$ cat config.mk
export PLATFORM = sky130hd
export DESIGN_NAME = fill_rect
export DESIGN_NICKNAME = d
export VERILOG_FILES = /design/src/rtl/fill_rect_pkg.sv /design/src/rtl/fill_rect_clip.sv /design/src/rtl/fill_rect.sv
export SDC_FILE = /design/constraint.sdc
export NUM_CORES = 1
export LEC_CHECK = 0
export CAP_MARGIN = 20
export CORE_MARGIN = 5
export CORE_UTILIZATION = 30
export CTS_CLUSTER_DIAMETER = 50
export DETAILED_ROUTE_END_ITERATION = 10
export GPL_ROUTABILITY_DRIVEN = 0
export PLACE_DENSITY_LB_ADDON = 0.08
export REMOVE_ABC_BUFFERS = 1
export SLEW_MARGIN = 25
export SYNTH_ARGS = -nofsm -noshare
export SYNTH_HDL_FRONTEND = slang
export SYNTH_SLANG_ARGS = --single-unit
export TNS_END_PERCENT = 1
$ cat constraint.sdc
create_clock -name clock -period 3.3 [get_ports clock]
set_clock_uncertainty 0.05 [all_clocks]
set_input_delay 0.825 -clock clock [delete_from_list [all_inputs] [get_ports clock]]
set_output_delay 0.825 -clock clock [all_outputs]
set_load 0.02 [all_outputs]
$ cat src/rtl/fill_rect_pkg.sv
// fill_rect_pkg: shared definitions for the rectangle filler.
//   - FSM state encodings and state type
//   - fill mode encodings (solid / outline)
//   - default screen geometry
package fill_rect_pkg;

  localparam int DEF_SCREEN_W = 160;
  localparam int DEF_SCREEN_H = 120;

  localparam logic MODE_SOLID   = 1'b0;
  localparam logic MODE_OUTLINE = 1'b1;

  // Legacy state codes kept as constants; the enum reuses them so existing
  // waveform decoders keep working.
  localparam logic [1:0] ST_IDLE = 2'd0;
  localparam logic [1:0] ST_FILL = 2'd1;
  localparam logic [1:0] ST_DONE = 2'd2;

  typedef enum logic [1:0] {
    S_IDLE = ST_IDLE,
    S_FILL = ST_FILL,
    S_DONE = ST_DONE
  } state_e;

endpackage

$ cat src/rtl/fill_rect_clip.sv
// fill_rect_clip: combinational clipping of a rectangle request to the screen.
// Ports:
//   x0_i, w_i   : left column and width
//   y0_i, h_i   : top row and height
//   xe_o, ye_o  : inclusive right column / bottom row after clipping
//                 (one bit wider than the coordinates; meaningless if empty)
//   empty_o     : request covers no on-screen pixel
module fill_rect_clip
  import fill_rect_pkg::*;
#(
  parameter int SCREEN_W = DEF_SCREEN_W,
  parameter int SCREEN_H = DEF_SCREEN_H,
  parameter int X_W      = 8,
  parameter int Y_W      = 7
) (
  input  logic [X_W-1:0] x0_i,
  input  logic [X_W-1:0] w_i,
  input  logic [Y_W-1:0] y0_i,
  input  logic [Y_W-1:0] h_i,
  output logic [X_W:0]   xe_o,
  output logic [Y_W:0]   ye_o,
  output logic           empty_o
);

  localparam logic [X_W:0] SW    = (X_W+1)'(SCREEN_W);
  localparam logic [Y_W:0] SH    = (Y_W+1)'(SCREEN_H);
  localparam logic [X_W:0] X_ONE = (X_W+1)'(1);
  localparam logic [Y_W:0] Y_ONE = (Y_W+1)'(1);

  logic [X_W:0] x_sum;
  logic [X_W:0] x_lim;
  logic [Y_W:0] y_sum;
  logic [Y_W:0] y_lim;

  always_comb begin
    // Sums are one bit wider so x0+w cannot wrap before clipping.
    x_sum   = {1'b0, x0_i} + {1'b0, w_i};
    y_sum   = {1'b0, y0_i} + {1'b0, h_i};
    x_lim   = (x_sum > SW) ? SW : x_sum;
    y_lim   = (y_sum > SH) ? SH : y_sum;
    xe_o    = x_lim - X_ONE;
    ye_o    = y_lim - Y_ONE;
    empty_o = (w_i == '0) || (h_i == '0) ||
              ({1'b0, x0_i} >= SW) || ({1'b0, y0_i} >= SH);
  end

endmodule

$ cat src/rtl/fill_rect.sv
// fill_rect: streams the pixels of a solid or outlined rectangle in raster
// order to a VGA write port with a ready/plot handshake.
// Ports:
//   clock, reset          : clock, synchronous active-low reset
//   start                 : one-cycle job request (latches x0,y0,w,h,colour,mode)
//   x0, y0, w, h          : rectangle origin and size
//   colour, mode          : fill colour; 0 = solid, 1 = outline
//   ready                 : downstream accepts the current pixel
//   xOut, yOut, colourOut : current pixel (registered)
//   plot                  : pixel valid
//   busy                  : job active (FILL or DONE)
//   done                  : one-cycle completion pulse
module fill_rect
  import fill_rect_pkg::*;
#(
  parameter int SCREEN_W = DEF_SCREEN_W,
  parameter int SCREEN_H = DEF_SCREEN_H,
  parameter int X_W      = 8,
  parameter int Y_W      = 7,
  parameter int C_W      = 3
) (
  input  logic           clock,
  input  logic           reset,
  input  logic           start,
  input  logic [X_W-1:0] x0,
  input  logic [Y_W-1:0] y0,
  input  logic [X_W-1:0] w,
  input  logic [Y_W-1:0] h,
  input  logic [C_W-1:0] colour,
  input  logic           mode,
  input  logic           ready,
  output logic [X_W-1:0] xOut,
  output logic [Y_W-1:0] yOut,
  output logic [C_W-1:0] colourOut,
  output logic           plot,
  output logic           busy,
  output logic           done
);

  state_e         state_q, state_d;
  logic [X_W-1:0] x_q, x_d;
  logic [Y_W-1:0] y_q, y_d;
  logic [X_W-1:0] x0_q, x0_d;
  logic [Y_W-1:0] y0_q, y0_d;
  logic [X_W:0]   xe_q, xe_d;
  logic [Y_W:0]   ye_q, ye_d;
  logic [C_W-1:0] col_q, col_d;
  logic           mode_q, mode_d;

  logic [X_W:0]   xe_c;
  logic [Y_W:0]   ye_c;
  logic           empty_c;
  logic           at_xe;
  logic           at_ye;
  logic           outline_mid;

  fill_rect_clip #(
    .SCREEN_W (SCREEN_W),
    .SCREEN_H (SCREEN_H),
    .X_W      (X_W),
    .Y_W      (Y_W)
  ) u_clip (
    .x0_i    (x0),
    .w_i     (w),
    .y0_i    (y0),
    .h_i     (h),
    .xe_o    (xe_c),
    .ye_o    (ye_c),
    .empty_o (empty_c)
  );

  assign at_xe = ({1'b0, x_q} == xe_q);
  assign at_ye = ({1'b0, y_q} == ye_q);
  // Interior outline rows only emit the two edge columns.
  assign outline_mid = (mode_q == MODE_OUTLINE) && (y_q != y0_q) && !at_ye;

  always_comb begin
    state_d = state_q;
    x_d     = x_q;
    y_d     = y_q;
    x0_d    = x0_q;
    y0_d    = y0_q;
    xe_d    = xe_q;
    ye_d    = ye_q;
    col_d   = col_q;
    mode_d  = mode_q;

    case (state_q)
      S_IDLE: begin
        x_d = '0;
        y_d = '0;
      end
      S_FILL: begin
        if (ready) begin
          if (at_xe && at_ye) begin
            state_d = S_DONE;
            x_d     = '0;
            y_d     = '0;
          end else if (at_xe) begin
            x_d = x0_q;
            y_d = y_q + Y_W'(1);
          end else if (outline_mid && (x_q == x0_q)) begin
            x_d = xe_q[X_W-1:0];
          end else begin
            x_d = x_q + X_W'(1);
          end
        end
      end
      S_DONE: begin
        state_d = S_IDLE;
      end
      default: begin
        state_d = S_IDLE;
        x_d     = '0;
        y_d     = '0;
      end
    endcase

    // A new request overrides whatever job is in flight.
    if (start) begin
      x0_d   = x0;
      y0_d   = y0;
      xe_d   = xe_c;
      ye_d   = ye_c;
      col_d  = colour;
      mode_d = mode;
      if (empty_c) begin
        state_d = S_DONE;
        x_d     = '0;
        y_d     = '0;
      end else begin
        state_d = S_FILL;
        x_d     = x0;
        y_d     = y0;
      end
    end
  end

  always_ff @(posedge clock) begin
    if (!reset) begin
      state_q <= S_IDLE;
      x_q     <= '0;
      y_q     <= '0;
      x0_q    <= '0;
      y0_q    <= '0;
      xe_q    <= '0;
      ye_q    <= '0;
      col_q   <= '0;
      mode_q  <= MODE_SOLID;
    end else begin
      state_q <= state_d;
      x_q     <= x_d;
      y_q     <= y_d;
      x0_q    <= x0_d;
      y0_q    <= y0_d;
      xe_q    <= xe_d;
      ye_q    <= ye_d;
      col_q   <= col_d;
      mode_q  <= mode_d;
    end
  end

  assign xOut      = x_q;
  assign yOut      = y_q;
  assign colourOut = col_q;
  assign plot      = (state_q == S_FILL);
  assign busy      = (state_q != S_IDLE);
  assign done      = (state_q == S_DONE);

endmodule

-- Word-level counts from Yosys, hierarchy flattened
Index checks and enable logic that the tools add are counted.
- output and inout bits: 21
- register bits: 53
- logic and storage cells: 65
- bits of input ports: 38
- magnitude comparators: 4
- multiplexer cells: 20
- add/subtract/negate cells: 6
- reduce and logical (&&, ||, !) cells: 15
- equal/unequal tests: 11
- operators with widths (kind ; count):
    $mux 8 ; 7
    $mux 7 ; 5
    $pmux 8 s2 ; 1
    $pmux 7 s2 ; 1
    $add 8x8->9 ; 1
    $eq 8x9->1 ; 1
    $gt 9x8->1 const B ; 1
    $mux 9 ; 1
    $sub 9x1->9 const B ; 1
    $add 7x7->8 ; 1
    $add 8x1->8 const B ; 1
    $eq 7x8->1 ; 1
    $eq 8x8->1 ; 1
    $ge 8x8->1 const B ; 1
    $gt 8x7->1 const B ; 1
    $logic_not 8->1 ; 1
    $mux 2 ; 4
    $sub 8x1->8 const B ; 1
    $add 7x1->7 const B ; 1
    $ge 7x7->1 const B ; 1
    $logic_not 7->1 ; 1
    $ne 7x7->1 ; 1
    $reduce_and 3->1 ; 2
    $logic_and 1x1->1 ; 4
    other kinds (12) ; 15

-- Depth between registers and ports, before layout
- word-level depth: 10
- mapped depth: 14

-- Hierarchy
Synthesis repeated with hierarchy kept, for this count alone.
- cell total of the unflattened synthesis: 483
- area total of the unflattened synthesis: 4073.9 µm²
- by module, submodules not included (module ; seq. area each (µm²) ; instances ; area an instance (µm²) ; cells each):
    fill_rect ; 1061.0 ; 1 ; 2942.8 ; 325
    fill_rect_clip ; 0.0 ; 1 ; 1131.1 ; 158

-- Least setup slack after synthesis
OpenSTA, ideal clock, no wires.
- kind: in2reg
- from: in x0[0]
- to: reg xe_q[6]
- data required time: 3.174 ns
- arrival time: 3.197 ns
- stages on the path: 14
- buffers on the path: 0
- path slack: -0.022 ns
- cell sequence: ha_1 inv_1 fa_1 xnor2_1 or3b_4 a21oi_2 a21oi_2 o21ai_4 nand2b_1 ha_1 nand4_1 nor2b_1 a21oi_1 o22ai_1
- cells in the longest elaborated chain, start to end: 4
- ends and longest elaborated chain (item ; line ; source):
    from (decl) ; fill_rect.sv:25 ; input logic [X_W-1:0] x0,
    $add 8x8->9 (*) ; fill_rect_clip.sv:37 ; x_sum = {1'b0, x0_i} + {1'b0, w_i};
    $gt 9x8->1 ; fill_rect_clip.sv:39 ; x_lim = (x_sum > SW) ? SW : x_sum;
    $mux 9 (*) ; fill_rect_clip.sv:39 ;
    $sub 9x1->9 (*) ; fill_rect_clip.sv:41 ; xe_o = x_lim - X_ONE;
    to (signal assigned) ; fill_rect.sv:146 ; xe_q <= '0;
    to (signal assigned) ; fill_rect.sv:156 ; xe_q <= xe_d;
    to (decl) ; fill_rect.sv:45 ; logic [X_W:0] xe_q, xe_d;
Every way passes the cells marked *; elsewhere a longest branch is shown, timed or not.
A chain may end at the register's enable or synchronous reset.

-- Worst setup path after layout
- from: in y0[4]
- to: reg ye_q[4]
- cells in the longest elaborated chain, start to end: 4
- ends and longest elaborated chain (item ; line ; source):
    from (decl) ; fill_rect.sv:26 ; input logic [Y_W-1:0] y0,
    $add 7x7->8 (*) ; fill_rect_clip.sv:38 ; y_sum = {1'b0, y0_i} + {1'b0, h_i};
    $gt 8x7->1 ; fill_rect_clip.sv:40 ; y_lim = (y_sum > SH) ? SH : y_sum;
    $mux 8 (*) ; fill_rect_clip.sv:40 ;
    $sub 8x1->8 (*) ; fill_rect_clip.sv:42 ; ye_o = y_lim - Y_ONE;
    to (signal assigned) ; fill_rect.sv:157 ; ye_q <= ye_d;
    to (decl) ; fill_rect.sv:46 ; logic [Y_W:0] ye_q, ye_d;
Marks and branches as above.

==> reports/metrics.csv <==
metric,value,unit
worst_slack,119,ps
async_flop_share,0,%
dieArea,0.0157,mm²
initial_core_util,30.4,%
io_pins,59,
outcome,"finished, final reports clean",
drcViolationCount,0,
h-tree-depth,2,
cts_sinks,53,
ys.flop_type,dfxtp_1,
yosys-top-cells-area,"dfxtp_1, mux2i_1, xor2_1, ha_1, xnor2_1",
swShare,34.8,%
totalWireLength,12300,µm
diodes,0,
place_hpwl,9570,µm
cts_buffers,5,
insertion_delay,310,ps
core-area,0.0131,mm²
intPower,1.44,mW
antenna_left,0,
maxSlewViolCount,0,
drtPass1Iterations,5,
finalCritPeriodShare,96.4,%
min_path_type,reg2reg,
critPathKind,in2reg,
p_switching,0.771,mW
layout-drive-gt1-share,26.6,%
cts_root_buf,clkbuf_16,
netlist_instances,471,
fin_crit,3180,ps
finalHoldViolCount,0,
cp.arrival,3290,ps
worst_setup_path_end_kind,register,
grt_remaining_overflow,0,
required,3410,ps
max_clock_freq,314,MHz
p_comb_share,41.2,%
postSynthAreaPerCell,8.48,µm²
rows,42,
synth_largest_area_cell,dfxtp_1,
layout_common_cells,"buf_4, dfxtp_1, clkdlybuf4s50_1",
place_area,0.00529,mm²
power.density,388,mW/mm²
dp.cells,764,
fin_area,0.00570,mm²
drtIter0Drc,219,
slew_headroom,53.2,%
clkSlewWorstSetupHoldPaths,70,ps
worstPathMaxFanout,3,
die_y,125,µm
ys.warnings.count,0,
tightest_slew,702,ps
synth_area,0.00399,mm²
pre_cts_ws,-613,ps
maxCapViolations,0,
grtUsageTotal,15.7,%
pwr-share-clk,25.0,%
grt_pass1_wl,20200,µm
cts_tree,done,
final_nets,663,
ys_ff_latch,53,
start_kind,input pin,
clk_path_buf_depth,2,
synth-edff-count,0,
via_per_inst,4.99,
fp.dieW,125,µm
io_buffers,58,
grt_start_max_net_pins,61,
ys_seq_area_share,26.6,%
synth_cell_types,67,
p_leak,2.48,nW
setup_viol,0,
antenna_found_initial,0,
wl_per_cell,15.7,µm
fin_tns_setup,0,ps
cts_hold_buf,0,
mostFrequentLayoutCell,buf_4,
num_vias,3900,
syn2layout_area_growth,42.8,%
vdd_ir_drop_max,184,µV
grt_pass1_vias,3854,
seq_power_share,33.8,%
grt_setup_unrepaired,no,
synth_top_area_share,26.6,%
stdcell_count,781,
==> critical path: stages <==
cell,delay [ps]
clkdlybuf4s50_1,500
ha_4,320
inv_1,50
buf_4,130
a2111o_1,390
o211ai_2,100
a41oi_2,160
nand2b_1,110
ha_2,200
nand3b_1,120
buf_4,160
xor2_1,140
a31oi_1,90
==> Yosys cell counts, drive strengths merged, types with 2 or more instances <==
master   number
or2           3
xnor2        18
fa            2
o211ai        4
a311oi        3
o2bb2ai       4
nand2        30
a32oi         4
a2bb2oi       2
a21o          4
and2          5
a211oi        4
nor4         10
and4          2
buf          10
a211o         3
nand3b        4
inv          16
nor2b         7
a22o          4
nand4         5
a31oi         8
xor2         29
nor2         41
o22ai         3
and3          8
o21ai        32
a221o         4
mux2i        29
nor3         12
dfxtp        53
nand2b       13
clkbuf       12
a21oi        29
nand3        16
ha           19
==> stage by stage <==
step           total power [mW]  utilization, %  hold WS, ps
5_1_grt                    2.35            43.4          453
3_5_place_dp               1.60            40.3          427
4_1_cts                    2.19            42.2          438
3_3_place_gp               1.59            40.3          412
2_1_floorplan              1.22               -          395
6_report                   2.21            43.4          436
==> per-layer routing <==
layer	wire (µm)	GRT usage [%]	vias up
li1	-	-	1978
met1	6030	21.7	1854
met2	5650	25.5	63
met3	447	2.90	5
met4	129	3.70	0
met5	0	0	-
==> power groups by stage <==
stage	Sequential, mW	Clock (mW)	Combinational (mW)
global placement	0.761	0	0.833
finish	0.747	0.554	0.912
floorplan	0.765	0	0.455
detailed placement	0.762	0	0.843
CTS	0.747	0.571	0.875
global route	0.755	0.599	1.00
==> state kept, by name (all words and copies together), names as in the netlist <==
name,flops
x0_q,8
ye_q,8
yOut,7
y0_q,7
state_q,2
mode_q,1
xOut,8
xe_q,9
colourOut,3
==> what timing repair did <==
| item | 4_1_cts | 5_1_grt |
|---|---|---|
| gates resized for setup | 24 | 39 |
| pin swaps | 13 | 22 |
| buffers inserted | 4 | 5 |
| endpoints found under the setup margin | 8 | 9 |
==> final cells by class <==
type	count	area, µm²
Inverter	17	63.8
Clock buffer	5	125
Tap cell	176	220
Sequential cell	53	1060
Timing Repair Buffer	148	1260
Fill cell	1355	7440
Clock inverter	3	26.3
Multi-Input combinational cell	379	2950
==> logic make-up (layout without fill, tap and decap cells) <==
kind of cell	after synthesis	count (layout)	synth area share, %
multiplexers	29	29	7.27
flip-flops	53	53	26.6
AND/OR/NAND/NOR	162	162	22.7
adder cells (fa/ha/maj)	21	21	6.95
AO/OA/AOI/OAI	120	120	21.5
XOR/XNOR	47	47	10.5
buffers and inverters	39	173	4.54
==> final timing paths <==
check                        from                    to  slack [ps]  depth (start not counted)
max                         y0[4]  ye_q[4]$_SDFFE_PN0P_         120                         13
min          xe_q[8]$_SDFFE_PN0P_  xe_q[8]$_SDFFE_PN0P_         440                          2
max reg2reg  xOut[0]$_SDFFE_PN0P_  yOut[4]$_SDFFE_PN0P_         810                          8
min reg2reg  xe_q[8]$_SDFFE_PN0P_  xe_q[8]$_SDFFE_PN0P_         440                          2
Note: power is estimated with default switching activity, not from simulation.
